--- src/rtl/vga_scan_gen_if.sv ---
// vga_scan_gen_if: colour-mapper query/answer pair and DAC-side outputs of
// the VGA scan generator. The master modport is the generator itself; the
// slave modport is its environment (SoC colour mapper plus DAC).
interface vga_scan_gen_if;
    logic [9:0] cm_x;
    logic [9:0] cm_y;
    logic [7:0] cm_r;
    logic [7:0] cm_g;
    logic [7:0] cm_b;
    logic [7:0] vga_r;
    logic [7:0] vga_g;
    logic [7:0] vga_b;
    logic       vga_hs;
    logic       vga_vs;
    logic       vga_blank_n;
    logic       vga_sync_n;
    logic       frame_start;

    modport master (
        output cm_x, cm_y,
        input  cm_r, cm_g, cm_b,
        output vga_r, vga_g, vga_b,
        output vga_hs, vga_vs, vga_blank_n, vga_sync_n, frame_start
    );

    modport slave (
        input  cm_x, cm_y,
        output cm_r, cm_g, cm_b,
        input  vga_r, vga_g, vga_b,
        input  vga_hs, vga_vs, vga_blank_n, vga_sync_n, frame_start
    );
endinterface

--- src/rtl/vga_scan_gen.sv ---
// vga_scan_gen: 640x480@60 pixel-timing generator and display back end.
// Counters drive the colour-mapper query (cm_x/cm_y); the mapper answer
// arrives CM_LATENCY cycles later and is registered once more, so every
// output (RGB, syncs, blank, frame_start) lags the counters by
// CM_LATENCY+1 cycles and all outputs stay mutually aligned.
// Optional feature: define VGA_TEST_PATTERN_EN to add the test_pattern
// input, which replaces the mapper colour with eight vertical colour bars.
module vga_scan_gen #(
    parameter int unsigned H_ACTIVE   = 640,
    parameter int unsigned H_FP       = 16,
    parameter int unsigned H_SYNC     = 96,
    parameter int unsigned H_BP       = 48,
    parameter int unsigned V_ACTIVE   = 480,
    parameter int unsigned V_FP       = 10,
    parameter int unsigned V_SYNC     = 2,
    parameter int unsigned V_BP       = 33,
    parameter int unsigned CM_LATENCY = 2
) (
    input  logic           clk,
    input  logic           reset,
`ifdef VGA_TEST_PATTERN_EN
    input  logic           test_pattern,
`endif
    vga_scan_gen_if.master vga
);

    localparam int unsigned HT = H_ACTIVE + H_FP + H_SYNC + H_BP;
    localparam int unsigned VT = V_ACTIVE + V_FP + V_SYNC + V_BP;

    localparam logic [9:0] H_LAST  = 10'(HT - 1);
    localparam logic [9:0] V_LAST  = 10'(VT - 1);
    localparam logic [9:0] H_ACT   = 10'(H_ACTIVE);
    localparam logic [9:0] V_ACT   = 10'(V_ACTIVE);
    localparam logic [9:0] HS_BEG  = 10'(H_ACTIVE + H_FP);
    localparam logic [9:0] HS_END  = 10'(H_ACTIVE + H_FP + H_SYNC);
    localparam logic [9:0] VS_BEG  = 10'(V_ACTIVE + V_FP);
    localparam logic [9:0] VS_END  = 10'(V_ACTIVE + V_FP + V_SYNC);

    logic [9:0]            r_hcnt;
    logic [9:0]            r_vcnt;
    logic                  w_act;
    logic                  w_hs_raw;
    logic                  w_vs_raw;
    logic                  w_fs_raw;
    logic                  w_act_d;
    logic [CM_LATENCY:0]   r_act_sr;
    logic [CM_LATENCY:0]   r_hs_sr;
    logic [CM_LATENCY:0]   r_vs_sr;
    logic [CM_LATENCY:0]   r_fs_sr;
    logic [23:0]           w_rgb_src;
    logic [23:0]           w_rgb_next;
    logic [23:0]           r_rgb;

    // Pixel and line counters; the line counter steps on pixel wrap.
    always_ff @(posedge clk or posedge reset) begin
        if (reset) begin
            r_hcnt <= '0;
            r_vcnt <= '0;
        end else if (r_hcnt == H_LAST) begin
            r_hcnt <= '0;
            r_vcnt <= (r_vcnt == V_LAST) ? '0 : r_vcnt + 10'd1;
        end else begin
            r_hcnt <= r_hcnt + 10'd1;
        end
    end

    // Raw timing flags decoded from the current counter state.
    always_comb begin
        w_act    = (r_hcnt < H_ACT) && (r_vcnt < V_ACT);
        w_hs_raw = !((r_hcnt >= HS_BEG) && (r_hcnt < HS_END));
        w_vs_raw = !((r_vcnt >= VS_BEG) && (r_vcnt < VS_END));
        w_fs_raw = (r_hcnt == '0) && (r_vcnt == '0);
    end

    // Timing flags ride a CM_LATENCY+1 deep delay line; reset fills it with
    // inactive levels so no partial pulses leave after reset.
    always_ff @(posedge clk or posedge reset) begin
        if (reset) begin
            r_act_sr <= '0;
            r_hs_sr  <= '1;
            r_vs_sr  <= '1;
            r_fs_sr  <= '0;
        end else begin
            r_act_sr[0] <= w_act;
            r_hs_sr[0]  <= w_hs_raw;
            r_vs_sr[0]  <= w_vs_raw;
            r_fs_sr[0]  <= w_fs_raw;
            for (int unsigned i = 1; i <= CM_LATENCY; i++) begin
                r_act_sr[i] <= r_act_sr[i-1];
                r_hs_sr[i]  <= r_hs_sr[i-1];
                r_vs_sr[i]  <= r_vs_sr[i-1];
                r_fs_sr[i]  <= r_fs_sr[i-1];
            end
        end
    end

    // Active flag aligned with the cycle the mapper answer is sampled.
    if (CM_LATENCY == 0) begin : g_act_d0
        assign w_act_d = w_act;
    end else begin : g_act_dn
        assign w_act_d = r_act_sr[CM_LATENCY-1];
    end

`ifdef VGA_TEST_PATTERN_EN
    localparam logic [9:0] BAR_W = 10'(H_ACTIVE / 8);

    logic        r_tp;
    logic [9:0]  w_hcnt_d;
    logic [2:0]  w_bar;
    logic [23:0] w_bar_rgb;

    // Test-pattern select, registered once like the counters.
    always_ff @(posedge clk or posedge reset) begin
        if (reset) begin
            r_tp <= 1'b0;
        end else begin
            r_tp <= test_pattern;
        end
    end

    if (CM_LATENCY == 0) begin : g_hcnt_d0
        assign w_hcnt_d = r_hcnt;
    end else begin : g_hcnt_dn
        logic [9:0] r_hcnt_sr [CM_LATENCY];

        // Pixel column delayed to line up with the sampled mapper answer.
        always_ff @(posedge clk or posedge reset) begin
            if (reset) begin
                for (int unsigned i = 0; i < CM_LATENCY; i++) begin
                    r_hcnt_sr[i] <= '0;
                end
            end else begin
                r_hcnt_sr[0] <= r_hcnt;
                for (int unsigned i = 1; i < CM_LATENCY; i++) begin
                    r_hcnt_sr[i] <= r_hcnt_sr[i-1];
                end
            end
        end

        assign w_hcnt_d = r_hcnt_sr[CM_LATENCY-1];
    end

    // Bar colours: bit0 of the bar index drops blue, bit1 red, bit2 green,
    // giving white, yellow, cyan, green, magenta, red, blue, black.
    always_comb begin
        w_bar     = 3'(w_hcnt_d / BAR_W);
        w_bar_rgb = {{8{~w_bar[1]}}, {8{~w_bar[2]}}, {8{~w_bar[0]}}};
    end
`endif

    // Colour source select and blanking.
    always_comb begin
        w_rgb_src = {vga.cm_r, vga.cm_g, vga.cm_b};
`ifdef VGA_TEST_PATTERN_EN
        if (r_tp) begin
            w_rgb_src = w_bar_rgb;
        end
`endif
        w_rgb_next = w_act_d ? w_rgb_src : '0;
    end

    // Output colour register.
    always_ff @(posedge clk or posedge reset) begin
        if (reset) begin
            r_rgb <= '0;
        end else begin
            r_rgb <= w_rgb_next;
        end
    end

    assign vga.cm_x        = r_hcnt;
    assign vga.cm_y        = r_vcnt;
    assign vga.vga_r       = r_rgb[23:16];
    assign vga.vga_g       = r_rgb[15:8];
    assign vga.vga_b       = r_rgb[7:0];
    assign vga.vga_hs      = r_hs_sr[CM_LATENCY];
    assign vga.vga_vs      = r_vs_sr[CM_LATENCY];
    assign vga.vga_blank_n = r_act_sr[CM_LATENCY];
    assign vga.frame_start = r_fs_sr[CM_LATENCY];
    assign vga.vga_sync_n  = 1'b0;

endmodule

--- src/flat_wrapper.sv ---
// flat-port wrapper written by rule: the top's interface ports become plain ports
module vga_scan_gen_flat 
#(
    parameter int unsigned H_ACTIVE   = 640,
    parameter int unsigned H_FP       = 16,
    parameter int unsigned H_SYNC     = 96,
    parameter int unsigned H_BP       = 48,
    parameter int unsigned V_ACTIVE   = 480,
    parameter int unsigned V_FP       = 10,
    parameter int unsigned V_SYNC     = 2,
    parameter int unsigned V_BP       = 33,
    parameter int unsigned CM_LATENCY = 2
)
  (clk, reset, vga_cm_x, vga_cm_y, vga_cm_r, vga_cm_g, vga_cm_b, vga_vga_r, vga_vga_g, vga_vga_b, vga_vga_hs, vga_vga_vs, vga_vga_blank_n, vga_vga_sync_n, vga_frame_start);
  vga_scan_gen_if vga_i ();
  input  logic clk;
  input  logic reset;
  output wire logic [$bits(vga_i.cm_x)-1:0] vga_cm_x;
  output wire logic [$bits(vga_i.cm_y)-1:0] vga_cm_y;
  input wire logic [$bits(vga_i.cm_r)-1:0] vga_cm_r;
  input wire logic [$bits(vga_i.cm_g)-1:0] vga_cm_g;
  input wire logic [$bits(vga_i.cm_b)-1:0] vga_cm_b;
  output wire logic [$bits(vga_i.vga_r)-1:0] vga_vga_r;
  output wire logic [$bits(vga_i.vga_g)-1:0] vga_vga_g;
  output wire logic [$bits(vga_i.vga_b)-1:0] vga_vga_b;
  output wire logic [$bits(vga_i.vga_hs)-1:0] vga_vga_hs;
  output wire logic [$bits(vga_i.vga_vs)-1:0] vga_vga_vs;
  output wire logic [$bits(vga_i.vga_blank_n)-1:0] vga_vga_blank_n;
  output wire logic [$bits(vga_i.vga_sync_n)-1:0] vga_vga_sync_n;
  output wire logic [$bits(vga_i.frame_start)-1:0] vga_frame_start;
  assign vga_cm_x = vga_i.cm_x;
  assign vga_cm_y = vga_i.cm_y;
  assign vga_i.cm_r = vga_cm_r;
  assign vga_i.cm_g = vga_cm_g;
  assign vga_i.cm_b = vga_cm_b;
  assign vga_vga_r = vga_i.vga_r;
  assign vga_vga_g = vga_i.vga_g;
  assign vga_vga_b = vga_i.vga_b;
  assign vga_vga_hs = vga_i.vga_hs;
  assign vga_vga_vs = vga_i.vga_vs;
  assign vga_vga_blank_n = vga_i.vga_blank_n;
  assign vga_vga_sync_n = vga_i.vga_sync_n;
  assign vga_frame_start = vga_i.frame_start;
  vga_scan_gen #(.H_ACTIVE(H_ACTIVE), .H_FP(H_FP), .H_SYNC(H_SYNC), .H_BP(H_BP), .V_ACTIVE(V_ACTIVE), .V_FP(V_FP), .V_SYNC(V_SYNC), .V_BP(V_BP), .CM_LATENCY(CM_LATENCY)) u_core (.clk(clk), .reset(reset), .vga(vga_i));
endmodule
--- config.mk ---
export PLATFORM = sky130hd
export DESIGN_NAME = vga_scan_gen_flat
export DESIGN_NICKNAME = d
export VERILOG_FILES = /design/src/rtl/vga_scan_gen_if.sv /design/src/rtl/vga_scan_gen.sv /design/src/flat_wrapper.sv
export SDC_FILE = /design/constraint.sdc
export NUM_CORES = 1
export LEC_CHECK = 0
export BUFFER_PORTS_ARGS = -buffer_cell sky130_fd_sc_hd__buf_2
export CAP_MARGIN = 40
export CELL_PAD_IN_SITES_DETAIL_PLACEMENT = 0
export CELL_PAD_IN_SITES_GLOBAL_PLACEMENT = 2
export CORE_MARGIN = 3
export CORE_UTILIZATION = 29
export CTS_BUF_LIST = sky130_fd_sc_hd__clkbuf_4 sky130_fd_sc_hd__clkbuf_8
export DETAILED_ROUTE_END_ITERATION = 10
export PLACE_DENSITY_LB_ADDON = 0.1
export RECOVER_POWER = 50
export SYNTH_ARGS = -nofsm -noshare
export SYNTH_HDL_FRONTEND = slang
export SYNTH_SLANG_ARGS = --single-unit
--- constraint.sdc ---
create_clock -name clk -period 1.95 [get_ports clk]
set_input_delay 0.39 -clock clk [delete_from_list [all_inputs] [get_ports clk]]
set_output_delay 0.39 -clock clk [all_outputs]
set_load 0.01 [all_outputs]
Yosys cells after proc, flatten, opt, wreduce, memory -nomap -nowiden --
Index checks and enable logic that the tools add are counted.
Storage, ports and cells: register bits 56, input port bits 26, output and inout bits 49, logic and storage cells 28
Operators by class: add/subtract/negate cells 2, order comparisons 6, equal/unequal tests 2, muxes and demuxes 3, reductions and logical operators 8
Operators with widths (count):
- 24-bit 2-to-1 mux | 1
- 10-bit by 1-bit adder with 10-bit output, second input constant | 2
- 10-bit == test, second input constant | 2
- 10-bit logical NOT | 2
- 10-bit < comparator, second input constant | 2
- 10-bit by 9-bit < comparator with 1-bit output, second input constant | 2
- 10-bit 2-to-1 mux | 2
- 10-bit >= comparator, second input constant | 1
- 10-bit by 9-bit >= comparator with 1-bit output, second input constant | 1
- 1-bit logical AND | 4
- 1-bit logical NOT | 2

Logic depth before layout (Yosys ltp) --
word-level depth 3, gate-level depth with buffers 6, gate-level depth less buffers 6

Worst setup path after synthesis --
OpenSTA, ideal clock, no wires.
path type register to register, from register u_core.r_hcnt[0] (netlist: u_core.vga.cm_x[0]), to register u_core.r_vcnt[9] (netlist: u_core.vga.cm_y[9]), library setup time 77 ps, data arrival time 1702 ps, data required time 1873 ps, slack 170 ps, stages on the path, launching flop included 6, buffers on the path 0, period minus slack after synthesis 1780 ps, cell sequence dfrtp_1 ha_1 and3_1 nand4_4 or4_1 a21oi_1
Between the ends: longest elaborated chain between the ends 1
RTL lines:
- start, declared | line vga_scan_gen.sv:39 | logic [9:0] r_hcnt;
- start signal, assigned | line vga_scan_gen.sv:63 | r_hcnt <= r_hcnt + 10'd1;
- 10-bit == test | line vga_scan_gen.sv:59 | end else if (r_hcnt == H_LAST) begin
- end signal, assigned | line vga_scan_gen.sv:61 | r_vcnt <= (r_vcnt == V_LAST) ? '0 : r_vcnt + 10'd1;
- end, declared | line vga_scan_gen.sv:40 | logic [9:0] r_vcnt;
No other way between the ends. A chain may end at the register's enable or synchronous reset.

Final worst setup path --
from register u_core.r_hcnt[1] (netlist: u_core.vga.cm_x[1]), to register u_core.r_vcnt[9] (netlist: u_core.vga.cm_y[9])
Same word-level chain as after synthesis.

==> results.sh <==
export IMPL_utilization_pct=38.64
export IMPL_use_met3_pct=3.459
export IMPL_worstPathMaxFanout=9
export IMPL_drt_iter0_markers=23
export IMPL_port_buffers=73
export IMPL_grt_setup_unrepaired="false"
export IMPL_clk_path_buf_depth=2
export IMPL_netlist_instances=180
export IMPL_finalSetupTns_ns=0
export IMPL_clock_sinks=56
export IMPL_initial_core_util_pct=30.10
export IMPL_drt_pass1_iter_count=4
export IMPL_outcome="finished, final reports clean"
export IMPL_ys_types=34
export IMPL_die_w_um=92.99
export IMPL_period_share_pct=92.02
export IMPL_synth_avg_cell_area_um2=12.19
export IMPL_overflow=0
export IMPL_top_usage_layer="met2"
export IMPL_ys_seq_elements=56
export IMPL_synth_edf_count=0
export IMPL_period_minus_slack_ns=1.794
export IMPL_num_io_pins=75
export IMPL_drive_gt1_share_pct=38.35
export IMPL_async_reset_ff_share_pct=100.0
export IMPL_power_density_mw_per_mm2=688.7
export IMPL_grt_pass1_vias=1593
export IMPL_synth_ff_type="dfrtp_1"
export IMPL_drv_slew=0
export IMPL_cts_buffers=5
export IMPL_cts_hold_buf=0
export IMPL_synthesis_area_mm2=0.002195
export IMPL_worstPathArrival_ns=2.03
export IMPL_grtUsageTotal_pct=11.30
export IMPL_tightest_slew_ns=0.8684
export IMPL_relSlewSlack_pct=42.04
export IMPL_detail_route_antenna_nets=0
export IMPL_core_area_mm2=0.007292
export IMPL_synth_net_count=210
export IMPL_dpl_cell_area_mm2=0.002743
export IMPL_htreeDepth=2
export IMPL_diodes=0
export IMPL_fin_nets=295
export IMPL_clkLatencyLatePin_ns=0.30
export IMPL_area_growth_pct=28.39
export IMPL_worstSetupEndpointType="flop"
export IMPL_preCtsSetupSlack_ns=0.1019
export IMPL_root_buffer="clkbuf_8"
export IMPL_grt_pass1_wl_um=7879
export IMPL_start_kind="flop"
export IMPL_synth_seq_area_share_pct=64.20
export IMPL_die_h_um=92.99
export IMPL_fin_ws_ns=0.1556
export IMPL_vdd_ir_drop_worst_mv=0.2947
export IMPL_die_area_mm2=0.008647
export IMPL_fmax_ghz=0.5573
export IMPL_clk_pin_slew_worst_paths_ns=0.10
export IMPL_grt_util_met2_pct=18.66
export IMPL_required_ns=2.19
export IMPL_via_per_inst=4.315
export IMPL_path_class="flop to flop"
export IMPL_antenna_found_initial=0
export IMPL_route_detailed_drc=0
export IMPL_maxCapViolations=0
export IMPL_setup_viol=0
export IMPL_fill_cells=775
export IMPL_vias=1575
export IMPL_num_rows=31
export IMPL_finalInstanceArea_mm2=0.002818
export IMPL_power_uw=1940
export IMPL_clock_skew_final_ns=0.002664
export IMPL_wl_per_cell_um=13.03
export IMPL_cts_tree="built"
export IMPL_hold_path_class="input port to async pin"
export IMPL_global_route_usage_met1_pct=14.60
export IMPL_routed_wl_um=4757
export IMPL_grt_max_degree=27
export IMPL_place_congestion=0.7533
export IMPL_hpwl_um=3487
export IMPL_power_leakage_uw=0.001379
export IMPL_report_final_hold_viol_count=0
export IMPL_yosys_warnings=0
==> through the flow <==
stage | hold WS (ns) | std cells
after CTS | 0.1202 | 365
final | 0.2471 | 365
after detailed placement | 0.3371 | 357
after global placement | 0.3336 | 357
after floorplan | 0.3312 | 180
after global routing | 0.2752 | 365
==> critical path: stages (launching register included) <==
cell,delay (ns)
dfrtp_1,0.41
ha_1,0.22
and3_2,0.25
nand4_4,0.17
or4_1,0.54
a21oi_1,0.14
==> routing by layer <==
metal	share of wire [%]	wire length [um]
met5	0	0
met4	0.88	42
met3	7.8	372
met2	47	2249
met1	44	2093
==> cell usage in the layout, fill, tap and decap left out, types with 2 or more instances in the layout <==
cell,netlist,layout
xnor2_1,5,5
nor3_1,2,2
and2_1,26,26
nor4_1,4,4
buf_4,1,9
nand3_1,14,14
and3_1,4,3
xor2_1,5,5
clkbuf_8,0,5
o21ai_0,7,7
dfrtp_1,50,50
or3_1,2,2
nand2_1,4,4
nand4_1,6,6
nor2_1,10,10
inv_1,8,8
ha_1,4,4
dfstp_2,6,6
a21oi_1,3,3
buf_2,2,73
or4_1,2,2
==> cells in the mapped netlist (2+ instances only) <==
| library cell | instances | share of area (%) |
|---|---|---|
| nor4_1 | 4 | 1.1 |
| dfstp_2 | 6 | 7.2 |
| xnor2_1 | 5 | 2.0 |
| nand2_1 | 4 | 0.68 |
| or3_1 | 2 | 0.57 |
| nor2_1 | 10 | 1.7 |
| ha_1 | 4 | 2.3 |
| and2_1 | 26 | 7.4 |
| xor2_1 | 5 | 2.0 |
| or4_1 | 2 | 0.68 |
| nand3_1 | 14 | 3.2 |
| o21ai_0 | 7 | 1.6 |
| nand4_1 | 6 | 1.7 |
| buf_2 | 2 | 0.46 |
| dfrtp_1 | 50 | 57 |
| a21oi_1 | 3 | 0.68 |
| inv_1 | 8 | 1.4 |
| and3_1 | 4 | 1.1 |
| nor3_1 | 2 | 0.46 |
| clkbuf_1 | 2 | 0.34 |
==> area by class of cell <==
type	instances	area, um2	share of cell area (%)
Clock buffer	6	76.32	2.709
Clock inverter	2	16.27	0.5773
Inverter	8	30.03	1.066
Multi-Input combinational cell	110	720.7	25.58
Sequential cell	56	1409	50.00
Tap cell	99	123.9	4.396
Timing Repair Buffer	84	441.7	15.67
==> cell families (layout without fill, tap and decap cells) <==
kind of cell | Yosys count | count (layout) | share of synthesized area [%]
other cells | 1 | 1 | 0.1709
xor+xnor | 10 | 10 | 3.991
simple gates | 80 | 80 | 22.23
flops | 56 | 56 | 64.20
fa+ha+maj | 4 | 4 | 2.281
compound gates | 15 | 15 | 4.105
buf+inv | 14 | 100 | 3.022
==> sequential cells by signal (all words and copies together) (netlist names) <==
signal,cells
u_core.r_rgb,24
u_core.vga.cm_x,10
u_core.vga.cm_y,10
u_core.r_act_sr,3
u_core.r_fs_sr,3
u_core.r_hs_sr,3
u_core.r_vs_sr,3
==> what timing repair did <==
| item | 4_1_cts | 5_1_grt |
|---|---|---|
| hold endpoints to repair | 0 | 0 |
| endpoints found under the setup margin | 0 | 1 |
| resized for setup | 0 | 1 |
| setup buffers | 0 | 0 |
==> worst paths after layout <==
path / start / to / slack [ns] / cells after the start
min in group clk: vga_cm_r[3] / u_core.r_rgb[19] / 0.29 / 2
max in group asynchronous: reset / u_core.vga.cm_y[2] / 0.54 / 3
hold reg to reg: u_core.r_act_sr[0] / u_core.r_act_sr[1] / 0.36 / 0
setup / recovery: u_core.vga.cm_x[1] / u_core.vga.cm_y[9] / 0.16 / 5
hold / removal: reset / u_core.r_fs_sr[2] / 0.25 / 2
setup reg to reg: u_core.vga.cm_x[1] / u_core.vga.cm_y[9] / 0.16 / 5
==> power by group <==
group	switching [uW]	internal [uW]
registers	4.61	1190
logic	55.9	47.9
clock network	376	271
total	436	1500
No activity file was read; power rests on OpenSTA's default activity.
